File: src/rtl/gray_ptr_gen_if.sv
// Writer-side bus of the Gray pointer generator: push handshake, write address and pointer exports.
// The almost_full wire exists only when GRAY_PTR_ALMOST_FULL_EN is defined.
interface gray_ptr_gen_if #(
   parameter int ADDR_WIDTH = 4
);
   localparam int PTR_W = ADDR_WIDTH + 1;

   logic                  inc;
   logic [PTR_W-1:0]      sync_gray_ptr;
   logic                  push_ok;
   logic [ADDR_WIDTH-1:0] addr;
   logic [PTR_W-1:0]      gray_ptr;
   logic                  full;
`ifdef GRAY_PTR_ALMOST_FULL_EN
   logic                  almost_full;
`endif

   // The writer and the synchronizer drive the requests; the pointer generator answers them.
   modport master (
      output inc,
      output sync_gray_ptr,
      input  push_ok,
      input  addr,
      input  gray_ptr,
`ifdef GRAY_PTR_ALMOST_FULL_EN
      input  almost_full,
`endif
      input  full
   );

   modport slave (
      input  inc,
      input  sync_gray_ptr,
      output push_ok,
      output addr,
      output gray_ptr,
`ifdef GRAY_PTR_ALMOST_FULL_EN
      output almost_full,
`endif
      output full
   );
endinterface

File: src/rtl/gray_ptr_gen.sv
// Write-side pointer generator for an async FIFO: binary address, registered Gray export, registered full.
// Optional registered almost_full output is enabled by defining GRAY_PTR_ALMOST_FULL_EN.
module gray_ptr_gen #(
   parameter int ADDR_WIDTH = 4
) (
   input logic          clk,
   input logic          rst,
   gray_ptr_gen_if.slave bus
);
   localparam int PTR_W = ADDR_WIDTH + 1;

   logic [PTR_W-1:0] bin;
   logic [PTR_W-1:0] bin_next;
   logic [PTR_W-1:0] gray_q;
   logic [PTR_W-1:0] gray_next;
   logic [PTR_W-1:0] full_target;
   logic             full_q;

   assign bus.push_ok = bus.inc & ~full_q;

   // Full when our next Gray pointer equals the reader's with the top two bits inverted,
   // i.e. exactly one lap ahead; the freshly sampled sync pointer is always used.
   always_comb begin
      bin_next    = bin + {{(PTR_W-1){1'b0}}, bus.push_ok};
      gray_next   = bin_next ^ (bin_next >> 1);
      full_target = {~bus.sync_gray_ptr[PTR_W-1:PTR_W-2], bus.sync_gray_ptr[PTR_W-3:0]};
   end

   always_ff @(posedge clk or negedge rst) begin
      if (!rst) begin
         bin    <= '0;
         gray_q <= '0;
         full_q <= 1'b0;
      end else begin
         bin    <= bin_next;
         gray_q <= gray_next;
         full_q <= (gray_next == full_target);
      end
   end

   assign bus.addr     = bin[ADDR_WIDTH-1:0];
   assign bus.gray_ptr = gray_q;
   assign bus.full     = full_q;

`ifdef GRAY_PTR_ALMOST_FULL_EN
   localparam logic [PTR_W-1:0] AF_LEVEL = PTR_W'((2 ** ADDR_WIDTH) - 1);

   logic [PTR_W-1:0] sync_bin;
   logic [PTR_W-1:0] fill_next;
   logic             af_q;

   // Each binary bit is the XOR of all Gray bits at or above it.
   always_comb begin
      sync_bin = '0;
      for (int i = 0; i < PTR_W; i++) begin
         sync_bin[i] = ^(bus.sync_gray_ptr >> i);
      end
      fill_next = bin_next - sync_bin;
   end

   always_ff @(posedge clk or negedge rst) begin
      if (!rst) begin
         af_q <= 1'b0;
      end else begin
         af_q <= (fill_next >= AF_LEVEL);
      end
   end

   assign bus.almost_full = af_q;
`endif

   // The exported pointer moves by exactly one bit per accepted push and holds otherwise.
   property p_gray_step;
      @(posedge clk) disable iff (!rst)
         $past(rst) |-> ($past(bus.push_ok) ? ($countones(gray_q ^ $past(gray_q)) == 1)
                                            : (gray_q == $past(gray_q)));
   endproperty
   a_gray_step: assert property (p_gray_step);

endmodule

File: src/flat_wrapper.sv
// flat-port wrapper written by rule: the top's interface ports become plain ports
module gray_ptr_gen_flat 
#(
   parameter int ADDR_WIDTH = 4
)
  (clk, rst, bus_inc, bus_sync_gray_ptr, bus_push_ok, bus_addr, bus_gray_ptr, bus_full);
  gray_ptr_gen_if #(.ADDR_WIDTH(ADDR_WIDTH)) bus_i ();
  input logic clk;
  input logic rst;
  input wire logic [$bits(bus_i.inc)-1:0] bus_inc;
  input wire logic [$bits(bus_i.sync_gray_ptr)-1:0] bus_sync_gray_ptr;
  output wire logic [$bits(bus_i.push_ok)-1:0] bus_push_ok;
  output wire logic [$bits(bus_i.addr)-1:0] bus_addr;
  output wire logic [$bits(bus_i.gray_ptr)-1:0] bus_gray_ptr;
  output wire logic [$bits(bus_i.full)-1:0] bus_full;
  assign bus_i.inc = bus_inc;
  assign bus_i.sync_gray_ptr = bus_sync_gray_ptr;
  assign bus_push_ok = bus_i.push_ok;
  assign bus_addr = bus_i.addr;
  assign bus_gray_ptr = bus_i.gray_ptr;
  assign bus_full = bus_i.full;
  gray_ptr_gen #(.ADDR_WIDTH(ADDR_WIDTH)) u_core (.clk(clk), .rst(rst), .bus(bus_i));
endmodule
File: config.mk
export PLATFORM = sky130hd
export DESIGN_NAME = gray_ptr_gen_flat
export DESIGN_NICKNAME = d
export VERILOG_FILES = /design/src/rtl/gray_ptr_gen_if.sv /design/src/rtl/gray_ptr_gen.sv /design/src/flat_wrapper.sv
export SDC_FILE = /design/constraint.sdc
export NUM_CORES = 1
export LEC_CHECK = 0
export ABC_AREA = 1
export CAP_MARGIN = 20
export CORE_AREA = 4 4 41 43
export CTS_CLUSTER_DIAMETER = 200
export DETAILED_ROUTE_END_ITERATION = 6
export DIE_AREA = 0 0 45 47
export PLACE_DENSITY = 0.85
export RECOVER_POWER = 25
export SYNTH_ARGS = -nofsm -noshare
export SYNTH_HDL_FRONTEND = slang
export SYNTH_SLANG_ARGS = --single-unit
File: constraint.sdc
create_clock -name clk -period 2.9 [get_ports clk]
set_input_delay 0.435 -clock clk [delete_from_list [all_inputs] [get_ports clk]]
set_output_delay 0.435 -clock clk [all_outputs]
set_load 0.05 [all_outputs]
# ---- After elaboration in Yosys (flattened, before gate mapping)
# Index checks and enable logic that the tools add are counted.
dict set report op_classes {
  reduce_logical 0
  bitwise 4
  multipliers 0
  order_cmp 0
  n_shift 0
  add_sub_neg 1
  mux 0
  n_div 0
  eq_ne 1
}
# op count
set ops {}
lappend ops {{$add 5x1->5} 1}
lappend ops {{$eq 5x5->1} 1}
lappend ops {{$xor 5x4->5} 1}
lappend ops {{$not 2->2} 1}
lappend ops {{$and 1x1->1} 1}
lappend ops {{$not 1->1} 1}
dict set report totals {
  latchBits 0
  mem_bits_rw 0
  reg_bits 11
  n_memories 0
  word_cells 9
  romBits 0
}

# ---- Depth between registers and ports, before layout
dict set report depth {
  depth_word 5
  ltp_mapped 12
  mapped_depth_nobuf 12
}

# ---- Worst setup path before layout
# No wires, ideal clock.
dict set report synth_timing {
  path_kind {register -> register}
  start {reg u_core.full_q (netlist: u_core.bus.full)}
  end {reg u_core.full_q (netlist: u_core.bus.full)}
  setup_ns 0.071
  stages_incl_launch_ff 12
  setup_slack_ns 0.325
  arrival_time_ns 2.504
  required_time_ns 2.829
  n_path_buf 0
  path_cell_list {dfrtp_1 -> nor2_1 -> ha_1 -> ha_1 -> nand3_1 -> nand2_1 -> nand2_2 -> nand2_1 -> nand3_1 -> nand2_1 -> nand2_1 -> nor2_1}
}
dict set report synth_via {
  elab_chain_cells 5
}
# element line_no
set synth_lines {}
lappend synth_lines {{from (decl)} gray_ptr_gen.sv:17} ;# logic full_q;
lappend synth_lines {{from (signal assigned)} gray_ptr_gen.sv:37} ;# full_q <= (gray_next == full_target);
lappend synth_lines {{$not 1->1} gray_ptr_gen.sv:19} ;# assign bus.push_ok = bus.inc & ~full_q;
lappend synth_lines {{$and 1x1->1} gray_ptr_gen.sv:19}
lappend synth_lines {{named net bus_push_ok} flat_wrapper.sv:12} ;# output wire logic [$bits(bus_i.push_ok)-1:0] bus_push_ok;
lappend synth_lines {{$add 5x1->5} gray_ptr_gen.sv:24} ;# bin_next = bin + {{(PTR_W-1){1'b0}}, bus.push_ok};
lappend synth_lines {{named net u_core.bin_next[4]} gray_ptr_gen.sv:13} ;# logic [PTR_W-1:0] bin_next;
lappend synth_lines {{$xor 5x4->5} gray_ptr_gen.sv:25} ;# gray_next = bin_next ^ (bin_next >> 1);
lappend synth_lines {{$eq 5x5->1} gray_ptr_gen.sv:37}
# The timed path passes the listed nets, and every way through them passes these cells.

# ---- Final worst setup path
dict set report layout_timing {
  start {in bus_inc}
  end {out bus_push_ok}
}
dict set report layout_via {
  elab_chain_cells 1
}
# element line_no
set layout_lines {}
lappend layout_lines {{from (decl)} flat_wrapper.sv:10} ;# input wire logic [$bits(bus_i.inc)-1:0] bus_inc;
lappend layout_lines {{$and 1x1->1} gray_ptr_gen.sv:19}
lappend layout_lines {{to (decl)} flat_wrapper.sv:12}
# No other way between the ends.

==> flow_metrics.tcl <==
set metrics [dict create \
    period_minus_slack_ns 2.316 \
    slowest_delay_ns 0.83 \
    slew_headroom 0.6614 \
    post-cts-setup-buffers 0 \
    seq_area_um2 250.2 \
    grt_max_degree 11 \
    syn_area_um2 548.0 \
    grt_pass1_vias 517 \
    crit_type "in -> out" \
    drc 0 \
    crit_arrival_ns 1.88 \
    synth.avg_cell_area_um2 7.942 \
    endpoint_kind "output port" \
    min_period_over_period 0.7986 \
    drt-total-wl_um 1233 \
    rr_startpoint "u_core.bus.full" \
    fill_cells 127 \
    cpMaxStageDelayCell "clkdlybuf4s50_1" \
    drt-met1-wl_um 482 \
    status "complete, no violations" \
    antenna_found_initial 0 \
    num_vias 521 \
    numCtsBuffers 3 \
    path_cells "clkdlybuf4s50_1 -> inv_1 -> nor2_1 -> clkdlybuf4s50_1" \
    clock_latency_ns 0.27 \
    antenna_cells 0 \
    start_util 0.4212 \
    wl_per_cell_um 11.74 \
    worstPathRequired_ns 2.47 \
    fin_nets 101 \
    ys_ff_latch 10 \
    worstMarginPinSlew_ns 0.5063 \
    stdcell_count 105 \
    rows 13 \
    wl_met3_um 74 \
    skew_ns 0.004036 \
    critical_path.startpoint "bus_inc" \
    hold_ws_ns 0.5389 \
    max_freq_mhz 431.8 \
    multi_input_area_um2 260.3 \
    cp_max_fo 2 \
    port_buffers 18 \
    setup_violations 0 \
    clock_path_buffers 2 \
    htreeDepth 1 \
    yosys.cell_types.count 14 \
    clkTransAtPathRegs_ns 0.07 \
    die_y_um 47 \
    dr.pass1.iters 4 \
    fin_setup_tns_ns 0 \
    layout-drive-gt1-share 0.07778 \
    yosys_warnings 0 \
    start_kind "input port" \
    routed.top_layer "met4" \
    grt_pass1_wl_um 2187 \
    cts_num_sinks 10 \
    dp_cells 101 \
    min_path_type "in -> async" \
    grt.overflow.total 0 \
    drtIter0Drc 2 \
    cts_root_buf "clkbuf_4" \
    dr_wl_met2_um 653 \
    die_w_um 45 \
    critPathMostFrequentCell "clkdlybuf4s50_1" \
    cts_hold_buf 0 \
    final_max_slew_viol_count 0 \
    ys_seq_area_frac 0.4566 \
    cts_tree "done" \
    grt_util_all_layers 0.1448 \
    area_delta_synth_final_pct 40.87 \
    max_cap_viol_count 0 \
    via_per_inst 4.962 \
    synth_nets 79 \
    hpwl_um 1012 \
    gp_congestion 0.7874 \
    ant_nets 0 \
    rsz0062_at_grt "false" \
    hold_violations 0 \
    ctsResizeCount 0 \
    pin_count 19 \
    die-area_mm2 0.002115 \
    core-area_mm2 0.001301 \
    syn_inst 69 \
]
synth_stat cells:
cell,number,area [um2]
xnor2_1,2,17.52
nand2_2,2,12.51
nand2_1,26,97.59
inv_1,6,22.52
dfrtp_1,10,250.2
nor2_1,3,11.26
xor2_1,2,17.52
ha_1,2,25.02
buf_6,1,11.26
nand3_1,8,40.04
nand3b_1,1,7.510
clkinv_1,1,3.750
nand4_1,4,25.02
nor2_2,1,6.260
registers in the layout, indices dropped and copies added (netlist names):
signal,cells
u_core.bin,5
u_core.bus.full,1
u_core.bus.gray_ptr,4
layout by cell type, fill, tap and decap left out, drive strengths merged:
| master | count |
|---|---|
| dlygate4sd3 | 1 |
| nand4 | 4 |
| nand3 | 8 |
| xnor2 | 2 |
| nand3b | 1 |
| clkbuf | 4 |
| nand2 | 28 |
| nor2 | 4 |
| dfrtp | 10 |
| xor2 | 2 |
| inv | 6 |
| ha | 2 |
| clkinv | 1 |
| clkdlybuf4s50 | 17 |
worst paths after layout:
kind	end	slack (ns)	cells after the start
min in group clk	u_core.bin[0]	0.56	1
worst max register to register	u_core.bus.full	1.04	10
worst min-delay path	u_core.bin[0]	0.54	1
worst max-delay path	bus_push_ok	0.58	4
max in group asynchronous	u_core.bus.gray_ptr[3]	2.05	1
worst min register to register	u_core.bin[0]	0.56	1
cell families after synthesis:
kind of cell | share of synthesized area
adders and majority gates | 0.04565
DFF | 0.4566
and+or+nand+nor | 0.3653
xor gates and xnor gates | 0.06394
buffers and inverters | 0.06848
worst max-delay path, delay by kind of cell:
| family | cells | cell delay, ns |
|---|---|---|
| AND/OR/NAND/NOR | 1 | 0.12 |
| buffers and inverters | 3 | 1.32 |
metal layers:
layer	track usage	vias up
met1	0.1651	240
li1	-	263
met2	0.2684	13
met4	0.05263	0
met5	0	-
met3	0.02682	5
stage by stage:
stage | instance area (um2) | util | worst slack (ns)
2_1_floorplan | 548.0 | - | 0.3250
4_1_cts | 772.0 | 0.5933 | 0.5710
6_report | 772.0 | 0.5933 | 0.5840
3_3_place_gp | 735.7 | 0.5654 | 0.6133
3_5_place_dp | 735.7 | 0.5654 | 0.5013
5_1_grt | 772.0 | 0.5933 | 0.5314
final cells by class:
class	count	share of cell area
well taps	15	0.02431
inverters	7	0.03404
multi-input cells	51	0.3371
flip-flops and latches	10	0.3241
repair buffers	18	0.2334
clock buffers	4	0.04700
Power is not shown: default switching activity piles up to over one toggle a cycle in this logic, so the estimate is an artifact.
